### config.mk
export PLATFORM = sky130hd
export DESIGN_NAME = instr_sequencer
export DESIGN_NICKNAME = d
export VERILOG_FILES = /design/src/rtl/instr_sequencer.sv
export SDC_FILE = /design/constraint.sdc
export NUM_CORES = 1
export LEC_CHECK = 0
export CORE_AREA = 10 10 82 102
export CTS_BUF_LIST = sky130_fd_sc_hd__clkbuf_4
export CTS_CLUSTER_SIZE = 14
export DETAILED_ROUTE_END_ITERATION = 10
export DIE_AREA = 0 0 92 112
export GPL_ROUTABILITY_DRIVEN = 0
export GPL_TIMING_DRIVEN = 0
export HOLD_SLACK_MARGIN = 0.08
export PLACE_DENSITY_LB_ADDON = 0.1
export SYNTH_ARGS = -nofsm -noshare
export SYNTH_HDL_FRONTEND = slang
export SYNTH_SLANG_ARGS = --single-unit
### constraint.sdc
create_clock -name clk -period 2.1 [get_ports clk]
set_clock_uncertainty 0.1 [all_clocks]
set_input_delay 0.315 -clock clk [delete_from_list [all_inputs] [get_ports clk]]
set_output_delay 0.315 -clock clk [all_outputs]
set_load 0.01 [all_outputs]
### src/rtl/instr_sequencer.sv
// ---------------------------------------------------------------------------
// instr_sequencer
// Multi-cycle FETCH/DECODE/EXEC/MEM/WB sequencer for the MiniMicro core.
// It owns the program counter and the instruction register. It drives the ALU
// opcode and the register-file and data-memory strobes, and it resolves J,
// BEQ and HLT.
//
// Optional feature macro: INSTR_SEQ_MUL_MULTICYCLE_EN
//   When defined, MULS (opcode 9) holds EXEC for MUL_CYCLES cycles.
//   When undefined, MULS behaves like any other single-cycle ALU op.
//
// Ports
//   clk        in   clock, rising edge
//   rst        in   synchronous active-high reset
//   start      in   level; sampled only in IDLE
//   instr_in   in   program ROM read data (1-cycle latency from pc)
//   flags      in   ALU flags {N,Z,C,V}
//   mem_ready  in   data memory accepted/completed the access
//   pc         out  program-memory address
//   ir         out  latched instruction
//   alu_ctrl   out  ALU opcode (0 when idle)
//   mem_write  out  data-memory write strobe
//   mem_to_reg out  write-back source is memory
//   reg_write  out  register-file write strobe
//   retire     out  pulse on an instruction's final cycle
//   halted     out  high in HALT
// ---------------------------------------------------------------------------
module instr_sequencer #(
    parameter int WORD_SIZE   = 32,
    parameter int OPCODE_SIZE = 5,
    parameter int ADDR_SIZE   = 9,
    parameter int MUL_CYCLES  = 3
) (
    input  logic                   clk,
    input  logic                   rst,
    input  logic                   start,
    input  logic [WORD_SIZE-1:0]   instr_in,
    input  logic [3:0]             flags,
    input  logic                   mem_ready,
    output logic [ADDR_SIZE-1:0]   pc,
    output logic [WORD_SIZE-1:0]   ir,
    output logic [OPCODE_SIZE-1:0] alu_ctrl,
    output logic                   mem_write,
    output logic                   mem_to_reg,
    output logic                   reg_write,
    output logic                   retire,
    output logic                   halted
);

    typedef enum logic [2:0] {
        S_IDLE, S_FETCH, S_DECODE, S_EXEC, S_MEM, S_WB, S_HALT
    } state_t;

    localparam logic [OPCODE_SIZE-1:0] OP_ALU_LO = OPCODE_SIZE'(1);
    localparam logic [OPCODE_SIZE-1:0] OP_ALU_HI = OPCODE_SIZE'(17);
    localparam logic [OPCODE_SIZE-1:0] OP_CMP    = OPCODE_SIZE'(18);
    localparam logic [OPCODE_SIZE-1:0] OP_LOAD   = OPCODE_SIZE'(19);
    localparam logic [OPCODE_SIZE-1:0] OP_STORE  = OPCODE_SIZE'(20);
    localparam logic [OPCODE_SIZE-1:0] OP_MOV    = OPCODE_SIZE'(21);
    localparam logic [OPCODE_SIZE-1:0] OP_J      = OPCODE_SIZE'(22);
    localparam logic [OPCODE_SIZE-1:0] OP_BEQ    = OPCODE_SIZE'(23);
    localparam logic [OPCODE_SIZE-1:0] OP_HLT    = OPCODE_SIZE'(24);

    state_t state, state_nxt;

    logic [OPCODE_SIZE-1:0] op;      // opcode of the latched instruction
    logic [OPCODE_SIZE-1:0] dec_op;  // opcode on the ROM bus during DECODE
    logic                   zflag;

    assign op     = ir[WORD_SIZE-1 -: OPCODE_SIZE];
    assign dec_op = instr_in[WORD_SIZE-1 -: OPCODE_SIZE];

    logic is_alu, is_flagop, is_load, is_store, is_mov, is_j, is_beq;
    assign is_alu    = (op >= OP_ALU_LO) && (op <= OP_ALU_HI);
    assign is_flagop = (op >= OP_ALU_LO) && (op <= OP_CMP);
    assign is_load   = (op == OP_LOAD);
    assign is_store  = (op == OP_STORE);
    assign is_mov    = (op == OP_MOV);
    assign is_j      = (op == OP_J);
    assign is_beq    = (op == OP_BEQ);

    // Classes that continue past EXEC; everything else retires in EXEC.
    logic needs_wb, needs_mem;
    assign needs_wb  = is_alu || is_mov;
    assign needs_mem = is_load || is_store;

    // exec_last marks the final EXEC cycle. Only MULS can stretch EXEC.
    logic exec_last;

`ifdef INSTR_SEQ_MUL_MULTICYCLE_EN
    localparam logic [OPCODE_SIZE-1:0] OP_MULS = OPCODE_SIZE'(9);
    logic [3:0] mul_cnt;

    assign exec_last = (op != OP_MULS) || (mul_cnt == 4'(MUL_CYCLES - 1));

    always_ff @(posedge clk) begin
        if (rst)
            mul_cnt <= '0;
        else if (state == S_EXEC && !exec_last)
            mul_cnt <= mul_cnt + 4'd1;
        else
            mul_cnt <= '0;
    end

    logic unused_sig;
    assign unused_sig = ^{flags[3], flags[1:0]};
`else
    assign exec_last = 1'b1;

    logic unused_sig;
    assign unused_sig = ^{flags[3], flags[1:0]} ^ (MUL_CYCLES != 0);
`endif

    // Final cycle of the instruction: drives retire and the PC update.
    logic last_cycle;
    assign last_cycle = (state == S_WB)
                     || (state == S_MEM && mem_ready && !is_load)
                     || (state == S_EXEC && exec_last && !needs_wb && !needs_mem);

    // State register
    always_ff @(posedge clk) begin
        if (rst) state <= S_IDLE;
        else     state <= state_nxt;
    end

    // Next-state logic
    always_comb begin
        state_nxt = state;
        case (state)
            S_IDLE:   if (start) state_nxt = S_FETCH;
            S_FETCH:  state_nxt = S_DECODE;
            // ir is still the previous instruction here, so HLT is seen on the ROM bus.
            S_DECODE: state_nxt = (dec_op == OP_HLT) ? S_HALT : S_EXEC;
            S_EXEC: begin
                if (exec_last) begin
                    if (needs_wb)       state_nxt = S_WB;
                    else if (needs_mem) state_nxt = S_MEM;
                    else                state_nxt = S_FETCH;
                end
            end
            S_MEM:    if (mem_ready) state_nxt = is_load ? S_WB : S_FETCH;
            S_WB:     state_nxt = S_FETCH;
            S_HALT:   state_nxt = S_HALT;
            default:  state_nxt = S_IDLE;
        endcase
    end

    // Outputs (decoded from state and ir; retire also sees mem_ready in MEM)
    always_comb begin
        alu_ctrl   = '0;
        mem_write  = 1'b0;
        mem_to_reg = 1'b0;
        reg_write  = 1'b0;
        halted     = 1'b0;
        retire     = last_cycle;
        case (state)
            S_EXEC: if (is_flagop) alu_ctrl = op;
            S_MEM: begin
                mem_write  = is_store;
                mem_to_reg = is_load;
            end
            S_WB: begin
                reg_write  = 1'b1;
                mem_to_reg = is_load;
            end
            S_HALT:  halted = 1'b1;
            default: ;
        endcase
    end

    // PC, IR and the internal Z flag
    always_ff @(posedge clk) begin
        if (rst) begin
            pc    <= '0;
            ir    <= '0;
            zflag <= 1'b0;
        end else begin
            if (state == S_DECODE)
                ir <= instr_in;
            if (state == S_EXEC && exec_last && is_flagop)
                zflag <= flags[2];
            if (last_cycle) begin
                if (is_j || (is_beq && zflag))
                    pc <= ir[ADDR_SIZE-1:0];
                else
                    pc <= pc + ADDR_SIZE'(1);
            end
        end
    end

endmodule
# Word level (Yosys, flattened, before mapping)

Cells that the tools add are included.

Output and inout bits: 51
Bits of input ports: 40
Register bits after elaboration: 45

Equality and inequality tests: 14
Order comparisons: 3
Mux-type cells: 14
Reductions and logical operators: 19
Add/subtract/negate cells: 1

Operator list:

| kind                                                               | number |
|---|---|
| == test 5 bit (second input constant)                              | 6 |
| one-hot mux 3 bit (7 select lines)                                 | 1 |
| two-way mux 3 bit                                                  | 6 |
| <= comparator 5 bit (second input constant)                        | 2 |
| two-way mux 5 bit                                                  | 2 |
| adder 9 x 1 -> 9 bit (second input constant)                       | 1 |
| == test 3 bit (second input constant)                              | 3 |
| two-way mux 9 bit                                                  | 1 |
| logical AND 1 bit                                                  | 8 |
| == test 3 x 2 -> 1 bit (second input constant)                     | 2 |
| greater-or-equal comparator 5 x 1 -> 1 bit (second input constant) | 1 |
| logical OR 1 bit                                                   | 5 |
| two-way mux 1 bit                                                  | 4 |
| != test 2 bit (second input constant)                              | 2 |
| == test 3 x 1 -> 1 bit (second input constant)                     | 1 |
| logical NOT 1 bit                                                  | 3 |
| logical NOT 3 bit                                                  | 1 |
| AND reduction 2 bit                                                | 1 |
| OR reduction 2 bit                                                 | 1 |

# Longest topological paths before layout

Depth after elaboration: 7
Gate-level depth with buffers: 7
Depth with buffers taken out: 6

# Least setup slack after synthesis

No wires, ideal clock.

Path kind: flip-flop to output port
Start point: register ir[31]
End point: output port retire
Stages on the path, launching flop included: 8
Setup slack: 0.226 ns
Arrival: 1.459 ns
Required time: 1.685 ns
Cells stage by stage: dfxtp_1 > buf_6 > nor4_4 > o211ai_2 > a21bo_2 > and2_4 > buf_6 > inv_1

Cells in the longest elaborated chain, start to end: 7

RTL lines:

| what                                                                              | line | source |
|---|---|---|
| start, declared                                                                   | 41   | `output logic [WORD_SIZE-1:0] ir,` |
| start signal, assigned                                                            | 179  | `ir <= instr_in;` |
| greater-or-equal comparator 5 x 1 -> 1 bit or <= comparator 5 bit (tied branches) | 74   | `assign is_alu = (op >= OP_ALU_LO) && (op <= OP_ALU_HI);` |
| logical AND 1 bit                                                                 | 74   |  |
| logical OR 1 bit                                                                  | 84   | `assign needs_wb = is_alu \|\| is_mov;` |
| logical NOT 1 bit                                                                 | 118  | `\|\| (state == S_EXEC && exec_last && !needs_wb && !needs_mem);` |
| logical AND 1 bit (2 in series)                                                   | 118  |  |
| logical OR 1 bit *                                                                | 118  |  |
| end, declared                                                                     | 46   | `output logic retire,` |

Every way passes the cells marked *; elsewhere a longest branch is shown, timed or not.

# Final worst setup path

Start point: register ir[27]
End point: output port alu_ctrl[1]

Cells in the longest elaborated chain, start to end: 4

RTL lines:

| what                                                                              | line | source |
|---|---|---|
| greater-or-equal comparator 5 x 1 -> 1 bit or <= comparator 5 bit (tied branches) | 75   | `assign is_flagop = (op >= OP_ALU_LO) && (op <= OP_CMP);` |
| logical AND 1 bit *                                                               | 75   |  |
| two-way mux 5 bit *                                                               | 157  | `S_EXEC: if (is_flagop) alu_ctrl = op;` |
| two-way mux 5 bit *                                                               | 156  | `case (state)` |
| end, declared                                                                     | 42   | `output logic [OPCODE_SIZE-1:0] alu_ctrl,` |

Marks and branches as above.

==> results.toml <==
[timing]
timing.fmax_mhz = 441.0
drv_slew = 0
fin_crit_ns = 2.267
post-route-period-util_pct = 108.0
slew_headroom_pct = 65.77
tightest_slew_ns = 0.5069
rsz0062_at_grt = "true"
setup_slack_ns = -0.1674
setup_viol = 6
finalHoldViolCount = 0

[placement]
dp_cells = 448
io_buffers = 86
place_hpwl_microns = 5342

[yosys]
synth_ff_type = "dfxtp_1"
synth_seq_cells = 45
async_flop_share_pct = 0
synthAdderAreaFrac_pct = 0.5734
synth_cell_types = 48
mappedNetlistNets = 316
synth_top_family_by_area = "simple AND/OR/NAND/NOR gates"
netlist_area_sq_mm = 0.002182
muxShareOfSynthArea_pct = 1.950
seq_area_frac_synth_pct = 41.28
syn_area_per_cell_sq_um = 7.935
synth_edf_count = 0
synth-simple-area-share_pct = 26.55
syn_inst = 275
synth-xor-area-share_pct = 0
synth_compound_area_share_pct = 23.62
ys_warn_count = 0

[clock_tree]
cts_buffers = 5
cts_buffer_depth = 2
cts.sinks = 45
clkLatencyLatePin_ns = 0.36
cts_tree = "yes"
cts-root-buf = "clkbuf_4"
path_clk_slew_ns = 0.14
hold_buffers = 0
htreeDepth = 2

[layout]
layout-drive-gt1-share_pct = 15.26
finalNonFillerCells = 467
area.growth.synth_to_final_pct = 51.55
antennaDiodeCount = 0
nets = 420

[routing]
drc_errors = 0
ant_nets = 0
initialDrtViolationCount = 94
wl_per_cell_microns = 15.25
drt-total-wl_microns = 7121
viasPerCell = 4.927
drt-pass1-iter-count = 4
vias = 2301

[setup_path]
cp.arrival_ns = 1.85
reg2reg_depth = 8
crit_type = "reg2out"
cp_slowest_cell = "or4_4"
reg2reg_from = "ir[31]"
timing.rr.end = "pc[2]"
crit_path_end_kind = "output pin"
worstPathMaxFanout = 6
crit_family = "simple AND/OR/NAND/NOR gates"
start_kind = "register"
max_stage_delay_ns = 0.52
required_ns = 1.68
path_cells = "or4_4 > o211ai_1 > a21oi_2 > and2_1 > buf_2"
crit_buf_inv = 1
rrSetupSlack_ns = 0.17

[global_routing]
grt_use_total_pct = 13.71
grt_overflow = 0
grt_pass1_vias = 2259
grt_first_pass_wirelength_microns = 11810
grt_max_degree = 15
antenna_found_initial = 0

[floorplanning]
die_h_microns = 112
fp.dieW_microns = 92
num_rows = 33
core_sq_mm = 0.006441
boundaryPins = 91
die_area_sq_mm = 0.01030
start_util_pct = 33.88

[run]
drv_cap = 0

[outcome]
run_status = "complete, but fails checks"
violations = "setup timing"

[hold_path]
hold_end = "pc[1]"
min_from = "rst"
hold_class = "in2reg"
hold-path-cell-count = 2

[pwr]
irDropWorstVdd_v = 0.0004200
fin_total_pwr_mw = 1.795
p_leak_nw = 1.175
cellPowerDensity_mw_per_mm2 = 542.9
## cells in the mapped netlist (3+ instances only)
master | n | area, sq um
dfxtp_1 | 45 | 900.9
nand2b_1 | 3 | 18.77
nor2b_1 | 3 | 18.77
a21oi_1 | 42 | 210.2
inv_1 | 5 | 18.77
buf_2 | 3 | 15.01
nand3_1 | 7 | 35.03
a31oi_1 | 4 | 25.02
o311ai_0 | 5 | 43.79
buf_6 | 4 | 45.04
clkbuf_1 | 12 | 45.04
and2_1 | 8 | 50.05
nor2_1 | 9 | 33.78
a21o_1 | 3 | 22.52
nand2_1 | 72 | 270.3
o31ai_1 | 5 | 37.54
o21ai_0 | 4 | 20.02
## layer usage
| layer | global-route usage (%) | up-vias | part of all wire, % |
|---|---|---|---|
| met4 | 3.196 | 0 | 0.48 |
| met1 | 15.87 | 1067 | 42 |
| met5 | 0 | - | 0 |
| met3 | 5.645 | 2 | 7.6 |
| met2 | 22.88 | 58 | 50 |
| li1 | - | 1174 | - |
## through the flow
step	setup TNS [ns]	hold slack (ns)	setup WS [ns]	instance area, sq um	util, %
2_1_floorplan	0	0.3510	0.2262	2182	-
3_3_place_gp	-1.456	0.3408	-0.3529	3152	48.93
3_5_place_dp	-1.591	0.3464	-0.3604	3152	48.93
4_1_cts	-1.133	0.2753	-0.2038	3264	50.68
5_1_grt	-1.579	0.3431	-0.2765	3307	51.34
6_report	-0.8989	0.3325	-0.1674	3307	51.34
## sequential cells by signal (all words and copies together) (netlist names)
signal	count
pc	9
state	3
zflag	1
ir	32
## placed cells by master (no fill, tap or decap), drive strengths merged, types with 2 or more instances in the layout
cell type and instances:
nand2 72, dlygate4sd2 3, clkbuf 17, o221a 2
nor4 2, o31a 2, mux2i 2, nand2b 3
a21oi 42, nor2b 4, and2 9, and3 2
nand3 7, o21ai 4, nor3 2, a21o 3
nor3b 2, a211o 2, o311ai 5, a31oi 4
nor2 9, dfxtp 45, clkdlybuf4s50 76, mux2 2
o31ai 6, o22ai 2, buf 26, clkinv 2
o211ai 3, inv 5
## kinds of logic (layout without fill, tap and decap cells)
family | Yosys count | in the layout
and+or+nand+nor | 120 | 120
buffers and inverters | 25 | 130
muxes | 4 | 4
adders and majority gates | 1 | 1
DFF | 45 | 45
AOI/OAI and AO/OA | 80 | 80
## timing repair
action	in CTS	in global routing
buffers inserted	11	3
gates resized for setup	47	9
setup endpoints to repair	10	12
pin swaps	10	4
## final cells by class
type | count | area [sq um]
sequential | 45 | 917.1
multi-input combinational | 205 | 1170
buffer | 17 | 93.84
timing repair buffer | 100 | 943.4
fill | 697 | 3134
clock buffer | 5 | 37.54
tap | 87 | 108.9
inverter | 5 | 18.77
clock inverter | 3 | 17.52
## worst max path at each step
| stage | end | startpoint | slack (ns) | cells past startpoint |
|---|---|---|---|---|
| 5_1_grt | alu_ctrl[4] | ir[27] | -0.28 | 5 |
| 3_3_place_gp | retire | mem_ready | -0.35 | 7 |
| 4_1_cts | alu_ctrl[3] | ir[27] | -0.20 | 5 |
| 6_report | alu_ctrl[1] | ir[27] | -0.17 | 5 |
| 2_1_floorplan | retire | ir[31] | 0.23 | 7 |
| 3_5_place_dp | retire | mem_ready | -0.36 | 7 |
## power breakdown
group          total [mW]  switching [mW]  internal, mW
clock network       0.417           0.291         0.127
registers           0.943          0.0416         0.901
logic               0.435           0.205         0.230
Note: power is estimated with default switching activity, not from simulation.
